$ cat config.mk
export PLATFORM = sky130hd
export DESIGN_NAME = clint_mh
export DESIGN_NICKNAME = d
export VERILOG_FILES = /design/src/rtl/clint_mh.sv
export SDC_FILE = /design/constraint.sdc
export NUM_CORES = 1
export LEC_CHECK = 0
export CAP_MARGIN = 20
export CORE_MARGIN = 5
export CORE_UTILIZATION = 54
export CTS_CLUSTER_DIAMETER = 200
export DETAILED_ROUTE_END_ITERATION = 8
export PLACE_DENSITY = 0.77
export SETUP_SLACK_MARGIN = 0.1
export SYNTH_ARGS = -nofsm -noshare
export SYNTH_HDL_FRONTEND = slang
export SYNTH_SLANG_ARGS = --single-unit
export TNS_END_PERCENT = 10
$ cat constraint.sdc
create_clock -name i_clk -period 2.4 [get_ports i_clk]
set_clock_uncertainty 0.2 [all_clocks]
set_input_delay 0.36 -clock i_clk [delete_from_list [all_inputs] [get_ports i_clk]]
set_output_delay 0.36 -clock i_clk [all_outputs]
set_load 0.005 [all_outputs]
$ cat src/rtl/clint_mh.sv
// Core-local interruptor: shared 64-bit mtime with prescaler, per-hart mtimecmp and msip,
// registered interrupt lines and a one-cycle-latency memory-mapped register port.
module clint_mh #(
    parameter logic [31:0] BASE_ADDR = 32'h2000_0000,
    parameter int          NHARTS    = 2,
    parameter int          TICK_DIV  = 1
) (
    input  logic              i_clk,
    input  logic              i_rst,
    input  logic              i_wen,
    input  logic              i_ren,
    input  logic [31:0]       i_addr,
    input  logic [31:0]       i_wrdata,
    output logic [31:0]       o_rddata,
    output logic              o_rdvalid,
    output logic              o_err,
    output logic [NHARTS-1:0] o_msip,
    output logic [NHARTS-1:0] o_mtip
);

    localparam int               CNT_W    = (TICK_DIV > 1) ? $clog2(TICK_DIV) : 1;
    localparam logic [CNT_W-1:0] CNT_MAX  = CNT_W'(TICK_DIV - 1);
    localparam logic [31:0]      MSIP_END = 32'(4 * NHARTS);
    localparam logic [31:0]      CMP_BASE = 32'h0000_4000;
    localparam logic [31:0]      CMP_END  = CMP_BASE + 32'(8 * NHARTS);

    logic [63:0]       mtime_q, mtime_d;
    logic [CNT_W-1:0]  pre_q, pre_d;
    logic [NHARTS-1:0] msip_q, msip_d;
    logic [63:0]       cmp_q [NHARTS];
    logic [63:0]       cmp_d [NHARTS];
    logic [31:0]       rddata_q, rddata_d;
    logic              rdvalid_q, err_q;
    logic [NHARTS-1:0] mtip_q, mtip_d, msip_out_q;

    logic [31:0] offset;
    logic        in_win, aligned, sel_msip, sel_cmp, sel_mtime, sel_hi, mapped, tick;
    logic [3:0]  msip_idx, cmp_idx;

    assign offset    = i_addr - BASE_ADDR;
    assign in_win    = (i_addr >= BASE_ADDR) && (offset < 32'h0000_C000);
    assign aligned   = (i_addr[1:0] == 2'b00);
    assign sel_msip  = in_win && aligned && (offset < MSIP_END);
    assign sel_cmp   = in_win && aligned && (offset >= CMP_BASE) && (offset < CMP_END);
    // 0xBFF8 and 0xBFFC share everything above bit 2
    assign sel_mtime = in_win && aligned && (offset[31:3] == 29'h0000_17FF);
    assign sel_hi    = offset[2];
    assign mapped    = sel_msip || sel_cmp || sel_mtime;
    assign msip_idx  = offset[5:2];
    assign cmp_idx   = offset[6:3];
    assign tick      = (pre_q == CNT_MAX);

    always_comb begin
        pre_d    = tick ? '0 : pre_q + CNT_W'(1);
        mtime_d  = tick ? mtime_q + 64'd1 : mtime_q;
        msip_d   = msip_q;
        cmp_d    = cmp_q;
        rddata_d = '0;
        mtip_d   = '0;
        // A bus write to mtime beats the tick and restarts the prescaler
        if (i_wen && sel_mtime) begin
            pre_d = '0;
            if (sel_hi) mtime_d = {i_wrdata, mtime_q[31:0]};
            else        mtime_d = {mtime_q[63:32], i_wrdata};
        end
        if (sel_mtime) rddata_d = sel_hi ? mtime_q[63:32] : mtime_q[31:0];
        for (int h = 0; h < NHARTS; h++) begin
            if (i_wen && sel_msip && (msip_idx == 4'(h))) msip_d[h] = i_wrdata[0];
            if (i_wen && sel_cmp && (cmp_idx == 4'(h))) begin
                if (sel_hi) cmp_d[h][63:32] = i_wrdata;
                else        cmp_d[h][31:0]  = i_wrdata;
            end
            if (sel_msip && (msip_idx == 4'(h))) rddata_d = {31'b0, msip_q[h]};
            if (sel_cmp && (cmp_idx == 4'(h)))
                rddata_d = sel_hi ? cmp_q[h][63:32] : cmp_q[h][31:0];
            mtip_d[h] = (mtime_q >= cmp_q[h]);
        end
    end

    always_ff @(posedge i_clk) begin
        if (!i_rst) begin
            mtime_q    <= '0;
            pre_q      <= '0;
            msip_q     <= '0;
            for (int h = 0; h < NHARTS; h++) cmp_q[h] <= '1;
            rddata_q   <= '0;
            rdvalid_q  <= 1'b0;
            err_q      <= 1'b0;
            mtip_q     <= '0;
            msip_out_q <= '0;
        end else begin
            mtime_q    <= mtime_d;
            pre_q      <= pre_d;
            msip_q     <= msip_d;
            for (int h = 0; h < NHARTS; h++) cmp_q[h] <= cmp_d[h];
            if (i_ren) rddata_q <= rddata_d;
            rdvalid_q  <= i_ren;
            err_q      <= (i_ren || i_wen) && !mapped;
            mtip_q     <= mtip_d;
            msip_out_q <= msip_q;
        end
    end

    assign o_rddata  = rddata_q;
    assign o_rdvalid = rdvalid_q;
    assign o_err     = err_q;
    assign o_msip    = msip_out_q;
    assign o_mtip    = mtip_q;

endmodule

# ---- Word level (Yosys, flattened, before mapping)
# Cells that the tools add are included.
dict set report word_totals {
  ff_bits 233
  inputBits 68
  elab_cells 76
}
dict set report op_classes {
  magnitude_cmp 7
  reduce_logical 32
  n_eq_ne 6
  n_mux 11
  n_addsub 3
  bitwise_logic 3
}
# operator n
set ops {}
lappend ops {{two-way mux 32 bit} 8}
lappend ops {{two-way mux 64 bit} 3}
lappend ops {{greater-or-equal comparator 64 bit} 2}
lappend ops {{adder 64 x 1 -> 64 bit (second input constant)} 1}
lappend ops {{greater-or-equal comparator 32 x 15 -> 1 bit (second input constant)} 1}
lappend ops {{greater-or-equal comparator 32 x 30 -> 1 bit (second input constant)} 1}
lappend ops {{< comparator 32 x 15 -> 1 bit (second input constant)} 1}
lappend ops {{< comparator 32 x 16 -> 1 bit (second input constant)} 1}
lappend ops {{< comparator 32 x 4 -> 1 bit (second input constant)} 1}
lappend ops {{subtractor 32 x 30 -> 32 bit (second input constant)} 1}
lappend ops {{equality test 29 x 13 -> 1 bit (second input constant)} 1}
lappend ops {{logical AND 1 bit} 18}
lappend ops {{AND reduction 2 bit} 6}
lappend ops {{equality test 4 x 1 -> 1 bit (second input constant)} 2}
lappend ops {{zero test 4 bit} 2}
lappend ops {{inequality test 2 bit (second input constant)} 2}
lappend ops {{logical OR 1 bit} 3}
lappend ops {{inverter 1 bit} 3}
lappend ops {{OR reduction 3 bit} 1}
lappend ops {{zero test 2 bit} 1}
lappend ops {{inequality test 2 x 1 -> 1 bit (second input constant)} 1}
lappend ops {{adder 1 bit (second input constant)} 1}
lappend ops {{zero test 1 bit} 1}

# ---- Depth between registers and ports, before layout
# Gate-level depths: netlist of run 1.
dict set report logic_depth {
  depth_word 10
  mapped_depth 12
  ltp_nobuf 9
}

# ---- Worst setup path before layout of run 1
# OpenSTA, ideal clock, no wires.
dict set report synth_path {
  kind {in2reg}
  start {input port i_addr[30]}
  end {register cmp_q[10] in the netlist's numbering}
  stages 11
  setup_ps 141
  slack_ps -252
  arrival_ps 2311
  path_buffers 3
  path_cell_list {inv_1 > ha_1 > nor4b_2 > nand4_2 > nor3_2 > and3b_1 > buf_2 > and2_1 > buf_2 > buf_2 > o211ai_1}
}
dict set report synth_between {
  elab_chain_cells 9
  word_cells_on_any_way 12
  classes_between {add/sub (1); order compare (4); reduce/logical (7)}
}
# element line
set synth_rtl {}
lappend synth_rtl {{start, declared} 12} ;# input logic [31:0] i_addr,
lappend synth_rtl {{subtractor 32 x 30 -> 32 bit} 40} ;# assign offset = i_addr - BASE_ADDR;
lappend synth_rtl {{< comparator 32 x 16 -> 1 bit} 41} ;# assign in_win = (i_addr >= BASE_ADDR) && (offset < 32'h0000_C000);
lappend synth_rtl {{logical AND 1 bit} 41}
lappend synth_rtl {{logical AND 1 bit (2 in series)} 44} ;# assign sel_cmp = in_win && aligned && (offset >= CMP_BASE) && (offset < CMP_END);
lappend synth_rtl {{logical AND 1 bit (*)} 44}
lappend synth_rtl {{logical AND 1 bit (*) (2 in series)} 69} ;# if (i_wen && sel_cmp && (cmp_idx == 4'(h))) begin
lappend synth_rtl {{AND reduction 2 bit (no line) (*)} n/a}
lappend synth_rtl {{end, declared} 30} ;# logic [63:0] cmp_q [NHARTS];
# Mark *: on every way between the ends. The rest lies on a longest branch, timed or not.
# A chain may end at the register's enable or synchronous reset.

# ---- Final worst setup path of run 1
dict set report layout_path {
  start {register mtime_q[30]}
  end {register mtime_q[56]}
}
dict set report layout_between {
  elab_chain_cells 3
}
# element line
set layout_rtl {}
lappend layout_rtl {{start, declared} 27} ;# logic [63:0] mtime_q, mtime_d;
lappend layout_rtl {{start signal, assigned} 92} ;# mtime_q <= mtime_d;
lappend layout_rtl {{adder 64 x 1 -> 64 bit} 55} ;# mtime_d = tick ? mtime_q + 64'd1 : mtime_q;
lappend layout_rtl {{two-way mux 64 bit} 55}
lappend layout_rtl {{two-way mux 64 bit} 61} ;# if (i_wen && sel_mtime) begin
# Every way passes these cells. The select of a mux whose other input is x is not followed.

==> run summary, run 1 <==
In this design, the stage delay of the slowest critical-path cell is 490 ps. The tools report the H-tree depth as 1. The worst hold path begins at i_ren.

The via count of the routed design was 16.2k. The share of the clock period used by the worst path came out at 104%. The number of nets handed over by synthesis was 1978. The path with the worst hold slack has its endpoint at o_rddata[14]$_SDFFE_PN0P_. The maximum buffer depth of the clock tree was 3. The average detailed-routed wire length per instance is 23.1 um, and the total I/O pin count is 106. In this run the critical register-to-register path is captured at mtime_q[56]$_SDFFE_PN0P_. The synthesized flop and latch total is 233, and the top cell type's share of synthesized area is 32.8%.

The final count of pins violating max slew was 0; the minimum clock period after layout was 2490 ps. The tools report the hold slack as 108 ps. The setup path with the least slack is of type register to register.

By area the synthesized netlist is led by sky130_fd_sc_hd__dfxtp_1 (33%), sky130_fd_sc_hd__ha_1 (12%), sky130_fd_sc_hd__o211ai_1 (7.0%). Global routing finished with a remaining overflow of 0. The initial antenna violation count is 0. Setup repair after global routing could not meet its margin everywhere.

The number of non-filler instances in the completed layout is 2450, and the final cell utilization of the core is 77.3%. The number of buffers and inverters on the critical path is 2. Among all cell types in the netlist, the one instantiated most often is sky130_fd_sc_hd__nand2_1. The tools report the final hold violation count as 0.

In this design, the critical path's most frequently occurring cell is sky130_fd_sc_hd__buf_6. The tightest min-delay check is of the primary input to register type. The checks that failed: negative setup slack.

The worst endpoint data arrival time came out at 2720 ps. Across the VDD grid, the largest voltage drop is 624 uV. At the pin with the least slew margin, the transition time is 528 ps. STA classifies the critical path startpoint as a register. For this run, the total global-route usage over all layers was measured as 34.2%. The logs give 90 for the maximum number of pins on one net before global-route repair and 64.7% for the headroom to the max-slew limit.

In this run, distinct cell masters in the synthesized netlist total 84. The number of clock buffers added by TritonCTS is 26. The startpoint of the worst-slack reg-to-reg timing path was mtime_q[30]$_SDFFE_PN0P_. Row generation in the floorplan step produced 59 rows. Setup total negative slack on the finished layout was measured at -2180 ps. The repair_antennas step left the layout with diodes totalling 0. Worst reg-to-reg setup slack: -90 ps. The flow ran to the end, but the final reports show violations. The first global-routing pass estimated 81900 um of wire. Fraction of synthesis flops using an asynchronous set or reset pin: 0%. Critical-path cell with the highest stage delay: sky130_fd_sc_hd__or4_4.

Grouping stages by cell kind, the critical path spends the most delay in simple AND/OR/NAND/NOR gates. Counting instances in the post-synthesis netlist gives the leading cell types as sky130_fd_sc_hd__nand2_1 (257), sky130_fd_sc_hd__dfxtp_1 (233), sky130_fd_sc_hd__o21ai_0 (180), sky130_fd_sc_hd__inv_1 (139), sky130_fd_sc_hd__o211ai_1 (133). In this run the remaining antenna-violating nets after routing total 0. The worst endpoint required time is 2630 ps, and the count of hold buffers inserted by post-cts repair is 0. The congestion estimate from routability-driven global placement came to 0.974.

The signal on the critical path passes through buf_6 > and4_4 > nand4_1 > buf_6 > or4_4 > nor2_4 > a31oi_1 > o211a_1. The type of destination of the critical path is a register. The die extent in x is 172 um. The core region is 0.0260 mm^2.

The area growth from synthesis to layout works out to 41.0%. Along the worst hold path, the cell count comes to 3. The filler cells instantiated in the layout total 1678.

In this run the cell area measured after placement is 0.0173 mm^2. For this run, the number of Yosys warnings is 0. The run gives 54.8% as the effective utilization at floorplan. Measured along the y axis, the die boundary spans 172 um. For this run, the register share of the synthesized area comes to 32.8%. Of all nets on the critical path, the largest fanout is 7. Synthesis produced 1779 cells. The run gives 0 as the count of maximum capacitance violations. The tree is rooted in a sky130_fd_sc_hd__clkbuf_16. The run gives 402 MHz as the maximum frequency from static timing analysis. For the total wire length after detailed routing, the log shows 56700 um. The TritonCTS sink count came out at 233. After clock tree synthesis, the clock-pin slew on the worst setup and hold paths is 70 ps. The port buffer count came out at 105. The floorplan step defined a die boundary enclosing 0.0297 mm^2. For the initial DRC count, the log shows 2131. The run gives 34500 um as the HPWL after detailed placement. The worst path setup slack after routing is -88.0 ps, and the count of flip-flops with a built-in enable after synthesis is 0. In the routed layout, each cell is associated on average with a via count of 6.62.

In the final layout, the multi-input gates occupy 0.00952 mm^2. Number of endpoints failing setup at the final stage: 70. Depth of the most critical reg-to-reg path: 8. The placed instance count was 2344; the via count of the first global-routing pass was 15.4k.

The clock latency reported for the late side of the worst-skew pair is 540 ps. TritonCTS built the clock tree. Biggest area consumer among synthesized cells: sky130_fd_sc_hd__dfxtp_1.

The first-pass iteration count of the detailed router came out at 9. After detailed routing, the number of remaining DRC violations is 0. The leakage component of the power was 9.54 nW; the total power density per cell area was 452 mW/mm^2. Register area: 0.00473 mm^2.

The number of nets in the layout was 2299; the final design instance area without fill was 0.0201 mm^2. A synthesized cell averages 8.00 um^2. Leading register cell type out of synthesis: sky130_fd_sc_hd__dfxtp_1. The share of layout cells above drive strength 1 is 29.4%. The critical path runs through a total of 8 cells. Summing every instance area after synthesis gives 0.0142 mm^2.
## layer usage
metal  part of all wire, %  track usage, %
met5                     0               0
met1                    38            43.9
met4                   7.2            15.0
met2                    45            56.7
met3                    10            5.72
## worst max-delay path by stage
| stage | from | to |
|---|---|---|
| floorplan | i_addr[7] | mtime_q[49]$_SDFFE_PN0P_ |
| global placement | i_addr[30] | mtime_q[44]$_SDFFE_PN0P_ |
| detailed placement | i_addr[30] | cmp_q[78]$_SDFFE_PN1P_ |
| CTS | cmp_q[25]$_SDFFE_PN1P_ | o_mtip[1]$_SDFF_PN0_ |
| global route | i_addr[15] | cmp_q[120]$_SDFFE_PN1P_ |
| finish | mtime_q[30]$_SDFFE_PN0P_ | mtime_q[56]$_SDFFE_PN0P_ |
## per-stage QoR
step	setup WS, ps	power [mW]
after floorplan	-13.4	4.47
after global placement	-778	4.95
after detailed placement	-859	4.97
after CTS	-130	8.97
after global routing	-237	9.32
final	-88.0	9.07
## cells by family after synthesis
kind of cell | synth area share, %
XOR/XNOR | 1.17
multiplexers | 2.66
flip-flops | 32.8
AO/OA/AOI/OAI | 27.1
AND/OR/NAND/NOR | 17.3
adder cells (fa/ha/maj) | 11.5
other | 0.0263
buffers and inverters | 7.42
## worst reg2reg max path: cells and delay by family, from the launching register on
kind | cells | cell delay (ps)
buffers and inverters | 2 | 310
DFF | 1 | 380
AOI/OAI and AO/OA | 2 | 400
and+or+nand+nor | 4 | 1090
## cells in the final DEF, fill, tap and decap left out, types with 15 or more instances in the layout
master / n
sky130_fd_sc_hd__a21o_1: 28
sky130_fd_sc_hd__o21ai_0: 159
sky130_fd_sc_hd__dfxtp_2: 31
sky130_fd_sc_hd__buf_12: 27
sky130_fd_sc_hd__ha_4: 16
sky130_fd_sc_hd__dlygate4sd2_1: 21
sky130_fd_sc_hd__mux2_2: 31
sky130_fd_sc_hd__clkdlybuf4s50_1: 74
sky130_fd_sc_hd__a21oi_1: 107
sky130_fd_sc_hd__buf_4: 213
sky130_fd_sc_hd__o211ai_1: 133
sky130_fd_sc_hd__buf_6: 50
sky130_fd_sc_hd__a211oi_1: 15
sky130_fd_sc_hd__o21ai_1: 17
sky130_fd_sc_hd__nor3_1: 21
sky130_fd_sc_hd__clkbuf_16: 29
sky130_fd_sc_hd__nand2_1: 199
sky130_fd_sc_hd__nand3_1: 34
sky130_fd_sc_hd__a21oi_2: 19
sky130_fd_sc_hd__dfxtp_1: 195
sky130_fd_sc_hd__ha_1: 114
sky130_fd_sc_hd__inv_1: 125
sky130_fd_sc_hd__nor2_1: 55
sky130_fd_sc_hd__nand4_1: 39
sky130_fd_sc_hd__a222oi_1: 31
sky130_fd_sc_hd__nand2_2: 51
## sequential cells by signal, summed over array words and instances (netlist names)
| signal | cells |
|---|---|
| o_err | 1 |
| o_mtip | 2 |
| o_rdvalid | 1 |
| msip_q | 2 |
| o_rddata | 32 |
| pre_q | 1 |
| o_msip | 2 |
| mtime_q | 64 |
| cmp_q | 128 |
## power by group
group | internal, mW | total [mW] | switching, mW
registers | 3.93 | 3.99 | 0.0596
clock network | 2.34 | 4.01 | 1.67
logic | 0.476 | 1.07 | 0.592
total | 6.75 | 9.07 | 2.32
## cell type report
| class | instances | share of cell area [%] |
|---|---|---|
| clock buffers | 35 | 3.66 |
| inverters | 140 | 2.72 |
| repair buffers | 406 | 20.1 |
| clock inverters | 8 | 0.492 |
| well taps | 335 | 2.09 |
| multi-input cells | 1293 | 47.4 |
| flip-flops and latches | 233 | 23.6 |
## what timing repair did
action,4_1_cts,5_1_grt
buffers inserted,43,12
pin swaps,114,94
cloned,8,2
setup endpoints to repair,228,222
gates resized for setup,238,165
Note: power is estimated with default switching activity, not from simulation.
==> inputs of run 2 (changes only) <==
--- a/config.mk
+++ b/config.mk
@@ -7,10 +7,9 @@
 export LEC_CHECK = 0
 export CAP_MARGIN = 20
 export CORE_MARGIN = 5
-export CORE_UTILIZATION = 54
+export CORE_UTILIZATION = 40
 export CTS_CLUSTER_DIAMETER = 200
 export DETAILED_ROUTE_END_ITERATION = 8
-export PLACE_DENSITY = 0.77
 export SETUP_SLACK_MARGIN = 0.1
 export SYNTH_ARGS = -nofsm -noshare
 export SYNTH_HDL_FRONTEND = slang
==> run 2 against run 1 <==
  * The run still ends with negative setup slack left
  * Count of clock-buffer cells in the layout is 4 higher
  * Clock power grew 3%
  * Setup slack gained 4.2 ps
  * Design area is 1.2% higher
  * Utilization fell by 20 points
  * Largest cell class unchanged
  * Flip-flop and latch count stayed put
  * Total power increased by 0.70%
  * Sequential power is essentially flat
  * Highest routed layer unchanged
  * Routed wire length shrank 3.7%
  * Worst hold slack better by 6.8 ps
  * Global-route usage decreased by 7.5 points
==> run summary, run 2 (synthesis results as in run 1) <==
The flow ran to the end, but the final reports show violations. Violated checks: negative setup slack (unchanged). For the register area, the log shows 0.00472 mm^2 (was 0.00473 mm^2).

Total I/O pin count: 106 (unchanged). Headroom to the max-slew limit: 64.9% (was 64.7%). The all-layer global routing usage is 26.6% (was 34.2%), and the number of filler cells placed in the layout is 3117 (was 1678).

The final count of pins violating max slew was 0 (unchanged); the port buffer count was 105 (unchanged). The per-cell via count in the routed design works out to 5.84 (was 6.62). The number of nets in the layout is 2325 (was 2299). Setup repair after global routing could not meet its margin everywhere. Critical-path cell with the highest stage delay: sky130_fd_sc_hd__dfxtp_2 (was sky130_fd_sc_hd__or4_4). The die extent in x came out at 199 um (was 172 um). The share of layout cells above drive strength 1 was 27.7% (was 29.4%). The logs give 0.943 (was 0.974) for the routability-driven placement congestion ratio and 1203 (was 2131) for the initial DRC count. The hold path startpoint was i_ren (unchanged). The run gives 9 (unchanged) as the first-pass iteration count of the detailed router. Kind of critical path: register to register (unchanged). The worst endpoint required time was 2600 ps (was 2630 ps); the instance count along the most critical hold path was 3 (unchanged).

Worst path cell trace: ha_4 > a21o_1 > a21o_1 > a211oi_2 > o21bai_2 > a211o_1 > o311ai_4 > nand2_1 (was buf_6 > and4_4 > nand4_1 > buf_6 > or4_4 > nor2_4 > a31oi_1 > o211a_1). The number of placement rows was 69 (was 59). The share of the clock period used by the worst path was 103% (was 104%). The logs give 114 ps (was 108 ps) for the hold slack and 27 (was 26) for the number of buffers added by the clock tree synthesis step. Leakage component of the power: 9.73 nW (was 9.54 nW). Count of maximum capacitance violations: 0 (unchanged).

The HPWL after detailed placement was 37000 um (was 34500 um). The run gives 0.0395 mm^2 (was 0.0297 mm^2) as the floorplan die area. The type of destination of the critical path was a register (unchanged).

The run gives 2690 ps (was 2720 ps) as the worst endpoint data arrival time. The area of combinational cells with multiple inputs is 0.00936 mm^2 (was 0.00952 mm^2). The slew at the pin closest to its max-slew limit is 521 ps (was 528 ps). For the final hold violation count, the log shows 0 (unchanged). Worst hold endpoint: o_rddata[25]$_SDFFE_PN0P_ (was o_rddata[14]$_SDFFE_PN0P_). The maximum buffer depth of the clock tree came out at 3 (unchanged). Commonest non-fill, non-tap cell in the layout: sky130_fd_sc_hd__buf_4 (unchanged). The tools report the source of the critical timing path as mtime_q[33]$_SDFFE_PN0P_ (was mtime_q[30]$_SDFFE_PN0P_). Peak ir drop on the vdd network: 565 uV (was 624 uV).

The worst flop-to-flop path endpoint is o_mtip[1]$_SDFF_PN0_ (was mtime_q[56]$_SDFFE_PN0P_). The maximum number of pins on one net before global-route repair is 99 (was 90). The depth of the most critical reg-to-reg path works out to 8 (unchanged).

TritonCTS built the clock tree. The via count of the routed design is 15.2k (was 16.2k). The effective utilization at floorplan is 40.2% (was 54.8%). The cell repeated most along the worst path was sky130_fd_sc_hd__a21o_1 (was sky130_fd_sc_hd__buf_6). Biggest fanout along the worst timing path: 2 (was 7). The startpoint of the worst-slack reg-to-reg timing path is mtime_q[33]$_SDFFE_PN0P_ (was mtime_q[30]$_SDFFE_PN0P_).

The tools report the category of the worst setup path launch point as a register (unchanged). The tools report the initial antenna violation count as 0 (unchanged). The tools report the first-pass GRT wire length as 84100 um (was 81900 um). Highest-count cells in the layout ignoring fill and taps: sky130_fd_sc_hd__buf_4 (250), sky130_fd_sc_hd__nand2_1 (215), sky130_fd_sc_hd__dfxtp_1 (201), sky130_fd_sc_hd__o21ai_0 (167), sky130_fd_sc_hd__o211ai_1 (133) (was sky130_fd_sc_hd__buf_4 (213), sky130_fd_sc_hd__nand2_1 (199), sky130_fd_sc_hd__dfxtp_1 (195), sky130_fd_sc_hd__o21ai_0 (159), sky130_fd_sc_hd__o211ai_1 (133)).

The count of buffer and inverter cells on the critical path was 0 (was 2); the number of inserted diodes was 0 (unchanged). The tools report the worst path setup slack after routing as -83.8 ps (was -88.0 ps). The category of cells accounting for the largest share of critical-path delay was compound AO/OA/AOI/OAI gates (was simple AND/OR/NAND/NOR gates). The overall power is 9.13 mW (was 9.07 mW), and the area growth from synthesis to layout is 42.7% (was 41.0%). The total DRC errors in the routed layout is 0 (unchanged). The flip-flop count of the largest register, all copies and words added was 128 (unchanged). The tools report the cell at the root of the clock tree as sky130_fd_sc_hd__clkbuf_16 (unchanged). Total stage count of the critical path: 8 (unchanged). The TritonCTS sink count was 233 (unchanged). The minimum clock period after layout works out to 2480 ps (was 2490 ps). For the H-tree depth, the log shows 1 (unchanged).

The final global-route overflow total was 0 (unchanged). The clock latency reported for the late side of the worst-skew pair is 550 ps (was 540 ps), and the clock input transition at the sequential cells of the worst setup and hold paths is 60 ps (was 70 ps). The via count of the first global-routing pass was 15.2k (was 15.4k); the total wire length after detailed routing was 54600 um (was 56700 um).

The total power density per cell area was 449 mW/mm^2 (was 452 mW/mm^2). The sum of negative setup slack is -298 ps (was -2180 ps), and the number of endpoints failing setup at the final stage is 6 (was 70). The average detailed-routed wire length per instance came out at 21.0 um (was 23.1 um). Classification of the worst-slack hold path: primary input to register (unchanged). The worst slack at placement came out at -866 ps (was -859 ps).

The post-detailed-route count of antenna-violating nets is 0 (unchanged), and the delay contributed by the slowest stage of the critical path is 380 ps (was 490 ps). The floorplan core area was 0.0354 mm^2 (was 0.0260 mm^2). The register with the highest flop count is cmp_q (unchanged). The worst reg-to-reg setup slack is -80 ps (was -90 ps), and the floorplan die height is 199 um (was 172 um). Maximum frequency from static timing analysis: 403 MHz (was 402 MHz).
[run 2: worst max path at each step]
stage / end / slack [ps]
3_5_place_dp: mtime_q[55]$_SDFFE_PN0P_ / -870
3_3_place_gp: mtime_q[52]$_SDFFE_PN0P_ / -850
4_1_cts: o_mtip[1]$_SDFF_PN0_ / -90
6_report: o_mtip[1]$_SDFF_PN0_ / -80
5_1_grt: o_mtip[1]$_SDFF_PN0_ / -130
2_1_floorplan: mtime_q[49]$_SDFFE_PN0P_ / -10
[run 2: through the flow]
stage / util (%) / instance area (um^2) / instances
after CTS: 55.4 / 19600 / 2590
after global routing: 57.4 / 20300 / 2605
after detailed placement: 50.0 / 17700 / 2501
final: 57.4 / 20300 / 2605
after global placement: 50.0 / 17700 / 2501
after floorplan: - / 14400 / 1779
[run 2: where the power goes]
group          internal, mW  total, mW  switching, mW
registers              3.93       3.99         0.0592
clock network          2.42       4.13           1.71
logic                 0.463       1.01          0.547
[run 2: layer usage]
layer,track usage [%],vias to the layer above,wire length [um]
met5,0,-,0
met4,10.1,0,2250
met3,4.27,128,3580
met2,43.4,537,24800
met1,35.7,7326,23900
li1,-,7223,-
[run 2: worst reg2reg max path: stages, from the launching register on]
cell	delay (ps)
sky130_fd_sc_hd__dfxtp_2	380
sky130_fd_sc_hd__ha_4	220
sky130_fd_sc_hd__a21o_1	170
sky130_fd_sc_hd__a21o_1	190
sky130_fd_sc_hd__a211oi_2	200
sky130_fd_sc_hd__o21bai_2	150
sky130_fd_sc_hd__a211o_1	350
sky130_fd_sc_hd__o311ai_4	340
sky130_fd_sc_hd__nand2_1	140
[run 2: cell type report]
class | count | area share (%)
Sequential cell | 233 | 23.2
Clock buffer | 39 | 3.79
Inverter | 140 | 2.68
Multi-Input combinational cell | 1293 | 46.0
Timing Repair Buffer | 431 | 21.0
Tap cell | 461 | 2.84
Clock inverter | 8 | 0.443
[run 2: repair_timing]
action / CTS / global route
endpoints found under the hold margin: 1 / 0
buffers inserted: 31 / 9
gates cloned: 11 / 6
pin swaps: 48 / 79
hold buffers: 1 / 0
gates resized for setup: 187 / 121
setup endpoints to repair: 228 / 218
